File: src/rtl/mem_stream_bridge.sv
// Byte-stream bridge between a UART-style RX/TX byte stream and an 8-bit single-port synchronous memory.
// Optional running checksum enabled by defining BRIDGE_CHECKSUM_EN; otherwise checksum reads 8'h00.
module mem_stream_bridge #(
    parameter int ADDR_W = 10
) (
    input  logic              clk,
    input  logic              Rst,
    input  logic              load_start,
    input  logic              dump_start,
    input  logic [ADDR_W-1:0] base_addr,
    input  logic [ADDR_W:0]   len,
    input  logic [7:0]        rx_data,
    input  logic              rx_valid,
    output logic              rx_ready,
    output logic [7:0]        tx_data,
    output logic              tx_valid,
    input  logic              tx_ready,
    output logic              mem_en,
    output logic              mem_wea,
    output logic [7:0]        mem_din,
    output logic [ADDR_W-1:0] mem_addr,
    input  logic [7:0]        mem_dout,
    output logic              busy,
    output logic              done,
    output logic [ADDR_W:0]   count,
    output logic [7:0]        checksum
);

    typedef enum logic [2:0] {
        S_IDLE     = 3'd0,
        S_LOAD     = 3'd1,
        S_RD_ISSUE = 3'd2,
        S_RD_WAIT  = 3'd3,
        S_TX_HOLD  = 3'd4,
        S_DONE     = 3'd5
    } state_t;

    localparam logic [ADDR_W:0]   DEPTH_LEN = {1'b1, {ADDR_W{1'b0}}};
    localparam logic [ADDR_W:0]   CNT_ONE   = {{ADDR_W{1'b0}}, 1'b1};
    localparam logic [ADDR_W-1:0] PTR_ONE   = {{(ADDR_W-1){1'b0}}, 1'b1};

    state_t            state_q, state_d;
    logic [ADDR_W-1:0] ptr_q, ptr_d;
    logic [ADDR_W:0]   cnt_q, cnt_d;
    logic [ADDR_W:0]   lenq_q, lenq_d;
    logic [7:0]        tx_data_q, tx_data_d;
    logic [ADDR_W:0]   len_clamped_s;

    // Any length with the top bit set is at least the memory depth.
    assign len_clamped_s = len[ADDR_W] ? DEPTH_LEN : len;

    // Next-state and memory/stream handshake decode.
    always_comb begin
        state_d   = state_q;
        ptr_d     = ptr_q;
        cnt_d     = cnt_q;
        lenq_d    = lenq_q;
        tx_data_d = tx_data_q;
        mem_en    = 1'b0;
        mem_wea   = 1'b0;
        mem_din   = 8'h00;
        rx_ready  = 1'b0;
        tx_valid  = 1'b0;
        done      = 1'b0;
        case (state_q)
            S_IDLE: begin
                if (load_start || dump_start) begin
                    ptr_d  = base_addr;
                    cnt_d  = '0;
                    lenq_d = len_clamped_s;
                    if (len_clamped_s == '0) begin
                        state_d = S_DONE;
                    end else if (load_start) begin
                        state_d = S_LOAD;
                    end else begin
                        state_d = S_RD_ISSUE;
                    end
                end else begin
                    state_d = S_IDLE;
                end
            end
            S_LOAD: begin
                // Reset in flight must not let the memory see one more write.
                rx_ready = ~Rst;
                if (rx_valid) begin
                    mem_en  = ~Rst;
                    mem_wea = ~Rst;
                    mem_din = rx_data;
                    ptr_d   = ptr_q + PTR_ONE;
                    cnt_d   = cnt_q + CNT_ONE;
                    if ((cnt_q + CNT_ONE) == lenq_q) begin
                        state_d = S_DONE;
                    end else begin
                        state_d = S_LOAD;
                    end
                end else begin
                    state_d = S_LOAD;
                end
            end
            S_RD_ISSUE: begin
                mem_en  = ~Rst;
                state_d = S_RD_WAIT;
            end
            S_RD_WAIT: begin
                tx_data_d = mem_dout;
                state_d   = S_TX_HOLD;
            end
            S_TX_HOLD: begin
                tx_valid = 1'b1;
                if (tx_ready) begin
                    ptr_d = ptr_q + PTR_ONE;
                    cnt_d = cnt_q + CNT_ONE;
                    if ((cnt_q + CNT_ONE) == lenq_q) begin
                        state_d = S_DONE;
                    end else begin
                        state_d = S_RD_ISSUE;
                    end
                end else begin
                    state_d = S_TX_HOLD;
                end
            end
            S_DONE: begin
                done    = 1'b1;
                state_d = S_IDLE;
            end
            default: begin
                state_d = S_IDLE;
            end
        endcase
    end

    // State, pointer, counter and output-data registers.
    always_ff @(posedge clk) begin
        if (Rst) begin
            state_q   <= S_IDLE;
            ptr_q     <= '0;
            cnt_q     <= '0;
            lenq_q    <= '0;
            tx_data_q <= 8'h00;
        end else begin
            state_q   <= state_d;
            ptr_q     <= ptr_d;
            cnt_q     <= cnt_d;
            lenq_q    <= lenq_d;
            tx_data_q <= tx_data_d;
        end
    end

`ifdef BRIDGE_CHECKSUM_EN
    logic [7:0] checksum_q, checksum_d;

    // Checksum follows the byte counter: clear on start, add each transferred byte.
    always_comb begin
        checksum_d = checksum_q;
        if (state_q == S_IDLE && (load_start || dump_start)) begin
            checksum_d = 8'h00;
        end else if (state_q == S_LOAD && rx_valid) begin
            checksum_d = checksum_q + rx_data;
        end else if (state_q == S_TX_HOLD && tx_ready) begin
            checksum_d = checksum_q + tx_data_q;
        end else begin
            checksum_d = checksum_q;
        end
    end

    // Checksum register.
    always_ff @(posedge clk) begin
        if (Rst) begin
            checksum_q <= 8'h00;
        end else begin
            checksum_q <= checksum_d;
        end
    end

    assign checksum = checksum_q;
`else
    assign checksum = 8'h00;
`endif

    assign mem_addr = ptr_q;
    assign tx_data  = tx_data_q;
    assign count    = cnt_q;
    assign busy     = (state_q != S_IDLE);

endmodule

File: config.mk
export PLATFORM = sky130hd
export DESIGN_NAME = mem_stream_bridge
export DESIGN_NICKNAME = d
export VERILOG_FILES = /design/src/rtl/mem_stream_bridge.sv
export SDC_FILE = /design/constraint.sdc
export NUM_CORES = 1
export LEC_CHECK = 0
export ABC_AREA = 1
export CAP_MARGIN = 20
export CORE_MARGIN = 1.5
export CORE_UTILIZATION = 45
export CTS_CLUSTER_DIAMETER = 150
export CTS_CLUSTER_SIZE = 16
export DETAILED_ROUTE_END_ITERATION = 10
export PLACE_DENSITY = 0.8
export RECOVER_POWER = 50
export SLEW_MARGIN = 0
export SYNTH_ARGS = -nofsm -noshare
export SYNTH_HDL_FRONTEND = slang
export SYNTH_SLANG_ARGS = --single-unit
File: constraint.sdc
create_clock -name clk -period 1.98 [get_ports clk]
set_input_delay 0.198 -clock clk [delete_from_list [all_inputs] [get_ports clk]]
set_output_delay 0.198 -clock clk [all_outputs]
set_load 0.02 [all_outputs]
==> results of run 1 <==
==> stage by stage <==
| stage | hold slack [ps] | instances | cell area, µm² | util, % |
|---|---|---|---|---|
| after floorplan | 333 | 426 | 2630 | - |
| after global placement | 466 | 573 | 3530 | 63.7 |
| after detailed placement | 468 | 573 | 3530 | 63.7 |
| after CTS | 476 | 581 | 3630 | 65.5 |
| after global routing | 494 | 581 | 3650 | 65.9 |
| final | 476 | 581 | 3650 | 65.9 |
==> flip-flops by register name (all words and copies together), names as in the netlist <==
signal    cells
mem_addr     10
count        11
lenq_q       11
state_q       3
tx_data       8
==> final cells by class <==
| type | instances | area share (%) |
|---|---|---|
| clock buffer | 8 | 2.74 |
| inverter | 48 | 4.93 |
| multi-input combinational | 314 | 40.3 |
| sequential | 43 | 23.7 |
| tap | 72 | 2.47 |
| timing repair buffer | 96 | 25.8 |
==> worst max path at each step <==
stage	end	slack (ps)	cells after the start	startpoint
detailed placement	state_q[1]$_SDFF_PP0_	50	10	len[10]
CTS	mem_din[5]	0.7	5	state_q[2]$_SDFF_PP0_
floorplan	state_q[2]$_SDFF_PP0_	150	13	count[0]$_SDFFE_PP0P_
global placement	mem_din[7]	150	5	rx_valid
global route	state_q[2]$_SDFF_PP0_	3	12	count[2]$_SDFFE_PP0P_
finish	busy	110	5	state_q[1]$_SDFF_PP0_
==> placed cells by master, fill, tap and decap left out, drive strengths merged, types with 3 or more instances in the layout <==
master / n
buf: 10
dlygate4sd3: 27
a21oi: 34
conb: 8
nor2: 68
inv: 48
nand3: 42
nor3: 3
o21ai: 25
dfxtp: 43
a211oi: 10
clkbuf: 10
nand4: 4
nand2: 106
dlymetal6s2s: 8
clkdlybuf4s50: 47
==> per-layer routing <==
| layer | up-vias | global-route usage (%) | wire (µm) |
|---|---|---|---|
| li1 | 1524 | - | - |
| met1 | 1316 | 29.3 | 3190 |
| met2 | 96 | 40.7 | 3450 |
| met3 | 9 | 5.40 | 439 |
| met4 | 0 | 7.89 | 86 |
| met5 | - | 0 | 0 |
==> critical path, cell delays in order, from the launching register on <==
cell,delay [ps]
dfxtp_1,380
inv_1,80
nand2_1,140
nor2_1,80
inv_1,70
clkdlybuf4s50_1,620
==> power groups by stage <==
stage	clock [W]	combinational [W]	sequential [W]
2_1_floorplan	0	0.000589	0.00116
3_3_place_gp	0	0.00107	0.00109
3_5_place_dp	0	0.00108	0.00109
4_1_cts	0.000637	0.00109	0.00107
5_1_grt	0.000673	0.00118	0.00109
6_report	0.000629	0.00106	0.00107
==> logic make-up after synthesis <==
kind of cell | count (synthesis) | share of synthesized area [%]
buf+inv | 69 | 11.7
fa+ha+maj | 2 | 0.960
simple gates | 228 | 37.8
flops | 43 | 33.0
xor+xnor | 2 | 0.673
compound gates | 74 | 15.7
other cells | 1 | 0.144
==> timing repair <==
action	4_1_cts	5_1_grt
setup buffers	0	0
resized for setup	2	15
pin swaps	0	1
setup endpoints to repair	2	12
==> run metrics, run 1 <==
routed len/inst 12.3 µm; Worst Hold End lenq_q[1]$_SDFFE_PP0P_; clock buffer depth 2; CTS Hold Bufs 0; Worst-path clk slew 90 ps; # rows 27; TritonCTS buffer count 5; Clock power frac 22.8%; initial antenna violation count 0; Total Neg Setup Slack 0 ps; Final Hold Vio Count 0; final WL 7170 µm; layout cells sized above 1 7.07%; drt first pass iters 5; flip-flop and latch area 866 µm²; Leakage 1.71 nW; Starting Density 47.0%; Netlist cell types 32; worst hold path class in2reg; num ports 94; R2R Path Start count[1]$_SDFFE_PP0P_; CTS tree done; residual DRC count 0; top cell type's share of synthesized area 33.0%; RSZ-0062 raised after global routing false; slew margin rel. 58.4%; n_diodes 0; Clock Latency Late Sink 300 ps; Flop pwr share 38.8%; RD Place Congestion 0.872; Synth area leaders dfxtp_1 (33%), nand2_1 (15%), nor2_1 (8.5%); I/O Buffers 85; remaining antenna violation count 0; initial drt markers 266; Yosys warning total 0; hold path cells 3; Max VDD drop 412 µV; Crit path required time 1780 ps; Die W 79.1 µm; worst-margin pin slew 624 ps; Max Cap Viol 0; clock skew 7.82 ps; Post-synth top cells nand2_1 (104), nor2_1 (59), inv_1 (44); Root Driver clkbuf_8; post-synthesis cell area 0.00260 mm²; WS Path Type reg2out; worst reg-to-reg path cell count 12; GRT Total Usage 23.8%; first-pass GRT wire length 12000 µm; Register-to-Register Setup Slack 180 ps; CTS H-Tree Depth 2; Hold Crit Start len[1]; post-DP HPWL 5430 µm; fin crit period 1870 ps; final setup margin 114 ps; fmax 536 MHz; crit path DAT 1670 ps; Worst Path Max Fanout 3; Worst R2R End state_q[1]$_SDFF_PP0_; Worst setup EP type output port; run status finished, final reports clean; Core Box Area 0.00554 mm²; syn_area_per_cell 6.22 µm²; Max Slew Vio Count 0; cell-internal power 0.00173 W; Area Overhead vs Synth 40.2%; leading area contributor after synthesis dfxtp_1; P_sw 0.00103 W; final-layout fill cell count 493; ys flop type dfxtp_1; PnR Total Power 0.00276 W; largest net degree at the start of global routing 29; gr ovfl total 0; Startpoint Class flip-flop; Tcrit/Tclk final 94.2%; Clock Sinks 43; Die Ht 79.1 µm; via count 2945; top-count cell post-synth nand2_1; ys async rst share 0%; multi-input gate area in the final layout 0.00147 mm²; Final #Nets 553; Syn Inst Count 419; die area 0.00625 mm²; vias in the first global route 2742; Combinational Power Share 38.4%; Seq/Total Area, Yosys 33.0%; post-DR vias/cell 5.07; Seq cells post-synth 43; Net Sw Frac 37.4%; Pwr Density 757 mW/mm²; # setup viols final 0; post-place setup slack 45.9 ps; Post-synth EDFFs 0
No activity file was read; power rests on OpenSTA's default activity.
==> run 2: changes to the inputs <==
--- a/config.mk
+++ b/config.mk
@@ -6,13 +6,14 @@
 export NUM_CORES = 1
 export LEC_CHECK = 0
 export ABC_AREA = 1
-export CAP_MARGIN = 20
+export CAP_MARGIN = 0
 export CORE_MARGIN = 1.5
-export CORE_UTILIZATION = 45
+export CORE_UTILIZATION = 46
+export CTS_BUF_LIST = sky130_fd_sc_hd__clkbuf_4 sky130_fd_sc_hd__clkbuf_8
 export CTS_CLUSTER_DIAMETER = 150
 export CTS_CLUSTER_SIZE = 16
 export DETAILED_ROUTE_END_ITERATION = 10
-export PLACE_DENSITY = 0.8
+export PLACE_DENSITY = 0.82
 export RECOVER_POWER = 50
 export SLEW_MARGIN = 0
 export SYNTH_ARGS = -nofsm -noshare
==> run 2 against run 1 <==
Total power decreased by 2.8%. Sequential cell count stayed put. Fmax up 0.59%. Sequential power hardly changed. Cell area decreased by 1.4%. Non-clock buffer count up 1. Routed wire length rose by 1.8%. Count of clock-buffer cells in the layout is 2 lower. Largest cell class unchanged. Highest routed layer unchanged.
==> run metrics, run 2 (synthesis gave the netlist of run 1 again) <==
commonest non-fill, non-tap cells in the layout nand2_1 (104), nor2_1 (57), clkdlybuf4s50_1 (47), inv_1 (44), nand3_1 (42); Post-CTS Setup Inserts 0; commonest non-fill, non-tap cell in the layout nand2_1; Combinational Power Share 39.9%; Worst Path Max Fanout 5; layout cells sized above 1 7.68%; Clock power frac 20.0%; met3 GRT Util 6.16%; P_sw 0.00102 W; WS Path Type reg2out; die area 0.00612 mm²; Final #Nets 554; CTS tree done; Total Neg Setup Slack 0 ps; Worst setup EP type output port; clock buffer depth 2; CTS Hold Bufs 0; GR Util met2 41.7%; Crit path required time 1780 ps; Clock Sinks 43; GRT busiest layer met2; n_diodes 0; gr ovfl total 0; initial antenna violation count 0; residual DRC count 0; CTS H-Tree Depth 2; I/O Buffers 85; post-CTS resize count 1; fmax 539 MHz; Leakage 1.58 nW; initial drt markers 171; RD Place Congestion 0.909; Core Box Area 0.00547 mm²; via count 2971; crit path DAT 1660 ps; Flop pwr share 40.0%; post-DR vias/cell 5.12; run status finished, final reports clean; Worst-path clk slew 80 ps; # setup viols final 0; final-layout fill cell count 531; largest net degree at the start of global routing 32; TritonCTS buffer count 5; Final Hold Vio Count 0; Starting Density 47.6%; Clock Latency Late Sink 290 ps; # rows 27; fin crit period 1860 ps; routed len/inst 12.6 µm; GRT Total Usage 24.2%; num ports 94; Tcrit/Tclk final 93.7%; clock skew 4.27 ps; PnR Total Power 0.00269 W; Die W 78.3 µm; Startpoint Class flip-flop; remaining antenna violation count 0; drt first pass iters 4; vias in the first global route 2765; Register-to-Register Setup Slack 190 ps; Pwr Density 746 mW/mm²; worst hold path class reg2reg; Net Sw Frac 38.1%; Root Driver clkbuf_8; Max Slew Vio Count 0; Area Overhead vs Synth 38.2%; GR Util met1 28.8%; post-DP HPWL 5530 µm; Die Ht 78.3 µm; cell-internal power 0.00166 W; Max Cap Viol 0; final WL 7300 µm; first-pass GRT wire length 12100 µm; Fin Hold WS 481 ps; Max VDD drop 572 µV
==> run 2: worst paths after layout <==
| check | cells after the start | startpoint | endpoint |
|---|---|---|---|
| worst max-delay path | 4 | state_q[1]$_SDFF_PP0_ | tx_valid |
| worst min-delay path | 2 | lenq_q[0]$_SDFFE_PP0P_ | lenq_q[0]$_SDFFE_PP0P_ |
| worst max register to register | 13 | count[1]$_SDFFE_PP0P_ | state_q[2]$_SDFF_PP0_ |
| worst min register to register | 2 | lenq_q[0]$_SDFFE_PP0P_ | lenq_q[0]$_SDFFE_PP0P_ |
==> run 2: layout make-up <==
cell class | instances | area, µm² | area share (%)
clock buffer | 6 | 76.3 | 2.12
multi-input combinational | 314 | 1490 | 41.3
timing repair buffer | 97 | 903 | 25.1
tap | 72 | 90.1 | 2.50
inverter | 48 | 180 | 5.00
sequential | 43 | 863 | 24.0
==> run 2: critical path, stage by stage, from the launching register on <==
cell,delay (ps)
dfxtp_1,340
inv_1,120
nand2_2,100
nor2_4,160
clkdlybuf4s50_1,650
==> run 2: through the flow <==
step	area [µm²]	util (%)	setup slack (ps)	cells
floorplan	2630	-	155	426
global placement	3540	64.6	135	574
detailed placement	3540	64.6	66.5	574
CTS	3610	66.0	16.6	580
global route	3600	65.8	-7.61	580
finish	3600	65.8	125	580
==> run 2: layer usage <==
| layer | vias to the layer above | wire length (µm) |
|---|---|---|
| li1 | 1514 | - |
| met1 | 1340 | 3130 |
| met2 | 97 | 3530 |
| met3 | 20 | 426 |
| met4 | 0 | 216 |
| met5 | - | 0 |
==> run 2: power by group through the flow <==
stage	sequential [W]	combinational, W	clock, W
final	0.00108	0.00107	0.000538
after global routing	0.00109	0.00118	0.000576
after CTS	0.00107	0.00110	0.000546
after detailed placement	0.00109	0.00110	0
after global placement	0.00109	0.00107	0
after floorplan	0.00116	0.000589	0
==> run 3: changes to the inputs <==
--- a/config.mk
+++ b/config.mk
@@ -15,7 +15,6 @@
 export DETAILED_ROUTE_END_ITERATION = 10
 export PLACE_DENSITY = 0.82
 export RECOVER_POWER = 50
-export SLEW_MARGIN = 0
 export SYNTH_ARGS = -nofsm -noshare
 export SYNTH_HDL_FRONTEND = slang
 export SYNTH_SLANG_ARGS = --single-unit
==> constraint.sdc (replaced) <==
create_clock -name clk -period 2 [get_ports clk]
set_input_delay 0.2 -clock clk [delete_from_list [all_inputs] [get_ports clk]]
set_output_delay 0.2 -clock clk [all_outputs]
set_load 0.02 [all_outputs]
==> run 3 against run 2 <==
Critical endpoint unchanged. Utilization grew 1.4 points. Clock skew is 3.9 ps higher. Critical path depth unchanged. Cell count is 0.34% higher. Die area unchanged. Largest cell class unchanged. Non-clock buffer count is the same. Register-to-register slack worse by 20 ps. Sequential share of layout area shrank 0.45 points. Largest power group unchanged. Clock power increased by 32%.
==> run metrics, run 3 (synthesis gave the netlist of run 1 again) <==
run status finished, final reports clean; Buffers & Inverters on Critical Path 2; initial antenna violation count 0; GRT Total Usage 23.9%; clock skew 8.13 ps; RD Place Congestion 0.905; Root Driver clkbuf_8; Worst setup EP type output port; Max Slew Vio Count 0; TritonCTS buffer count 5; Fin Hold WS 481 ps; post-layout util 67.2%; Die Ht 78.3 µm; remaining antenna violation count 0; Final Hold Vio Count 0; routed len/inst 12.5 µm; I/O Buffers 85; Worst Path Max Fanout 5; crit-path cells inv_1, nand2_2, nor2_4, clkdlybuf4s50_1; layout cells sized above 1 8.04%; n_diodes 0; final WL 7280 µm; Starting Density 47.6%; Area Overhead vs Synth 41.3%; Pwr Density 774 mW/mm²; Crit-path slowest cell clkdlybuf4s50_1; num ports 94; via count 2991; die area 0.00612 mm²; fmax 533 MHz; initial drt markers 165; gr ovfl total 0; # setup viols final 0; WS Path Type reg2out; Leakage 1.68 nW; post-DP HPWL 5520 µm; commonest non-fill, non-tap cells in the layout nand2_1 (104), nor2_1 (58), clkdlybuf4s50_1 (45), inv_1 (44); Levels on crit path 4; post-place setup slack 34.1 ps; Startpoint Class flip-flop; CTS tree done; worst reg-to-reg path cell count 13; vias in the first global route 2737; fin crit period 1870 ps; CTS H-Tree Depth 2; clock buffer depth 2; Worst path max stage delay 650 ps; post-DR vias/cell 5.14; Max VDD drop 811 µV; delay-heaviest family, CP buffers and inverters; Max Cap Viol 0; Core Box Area 0.00547 mm²; residual DRC count 0; Clock Latency Late Sink 300 ps; hold path cells 3; Total Neg Setup Slack 0 ps; drt first pass iters 6; first-pass GRT wire length 11900 µm; CTS Hold Bufs 0; Clock Sinks 43; Die W 78.3 µm; worst hold path class in2reg; Tcrit/Tclk final 93.7%; # rows 27; Worst-path clk slew 90 ps; PnR Total Power 0.00285 W; Final #Nets 554; commonest non-fill, non-tap cell in the layout nand2_1; final setup margin 126 ps; RSZ-0062 raised after global routing false; crit path DAT 1670 ps; largest net degree at the start of global routing 32; Crit path required time 1800 ps
-- run 3: worst register-to-register path: stages (launching register included) --
cell     delay, ps
dfxtp_1        500
nand2_1        110
nor2_2         200
nand2_1        110
nand2_1         90
nand3_1         70
nand2_1        100
nor2_1          60
nand3_1         90
nor2_1          50
nor2_1         140
nor2_1          60
nor2_1         100
nor2_1          50
-- run 3: metal layers --
| metal | GRT usage, % | share of wire [%] |
|---|---|---|
| met4 | 7.14 | 1.1 |
| met3 | 6.51 | 6.5 |
| met5 | 0 | 0 |
| met1 | 28.3 | 43 |
| met2 | 41.9 | 50 |
-- run 3: through the flow --
| step | std cells | instance area, µm² |
|---|---|---|
| global placement | 571 | 3510 |
| detailed placement | 571 | 3510 |
| global route | 582 | 3680 |
| floorplan | 426 | 2630 |
| finish | 582 | 3680 |
| CTS | 579 | 3630 |
-- run 3: layout make-up --
class | count | area [µm²]
flip-flops and latches | 43 | 866
multi-input cells | 314 | 1500
clock inverters | 2 | 35.0
well taps | 72 | 90.1
repair buffers | 97 | 927
fillers | 494 | 1790
inverters | 48 | 184
clock buffers | 6 | 82.6
-- run 3: timing repair --
| action | in CTS | in global routing |
|---|---|---|
| endpoints found under the hold margin | 0 | 0 |
| buffers inserted | 0 | 3 |
| gates resized for setup | 0 | 22 |
| setup endpoints to repair | 0 | 16 |
-- run 3: power by group --
part	switching [W]	internal, W	leakage [nW]
registers	0.0000989	0.000966	0.353
logic	0.000633	0.000441	1.26
clock network	0.000306	0.000404	0.0612
total	0.00104	0.00181	1.68
-- run 3: path summary, 6_finish.rpt --
kind                               start                       to  slack (ps)
setup / recovery   state_q[1]$_SDFF_PP0_                 tx_valid         130
hold / removal               mem_dout[1]  tx_data[1]$_SDFFE_PP0N_         480
setup reg to reg   count[2]$_SDFFE_PP0P_    state_q[2]$_SDFF_PP0_         170
hold reg to reg   lenq_q[4]$_SDFFE_PP0P_   lenq_q[4]$_SDFFE_PP0P_         480
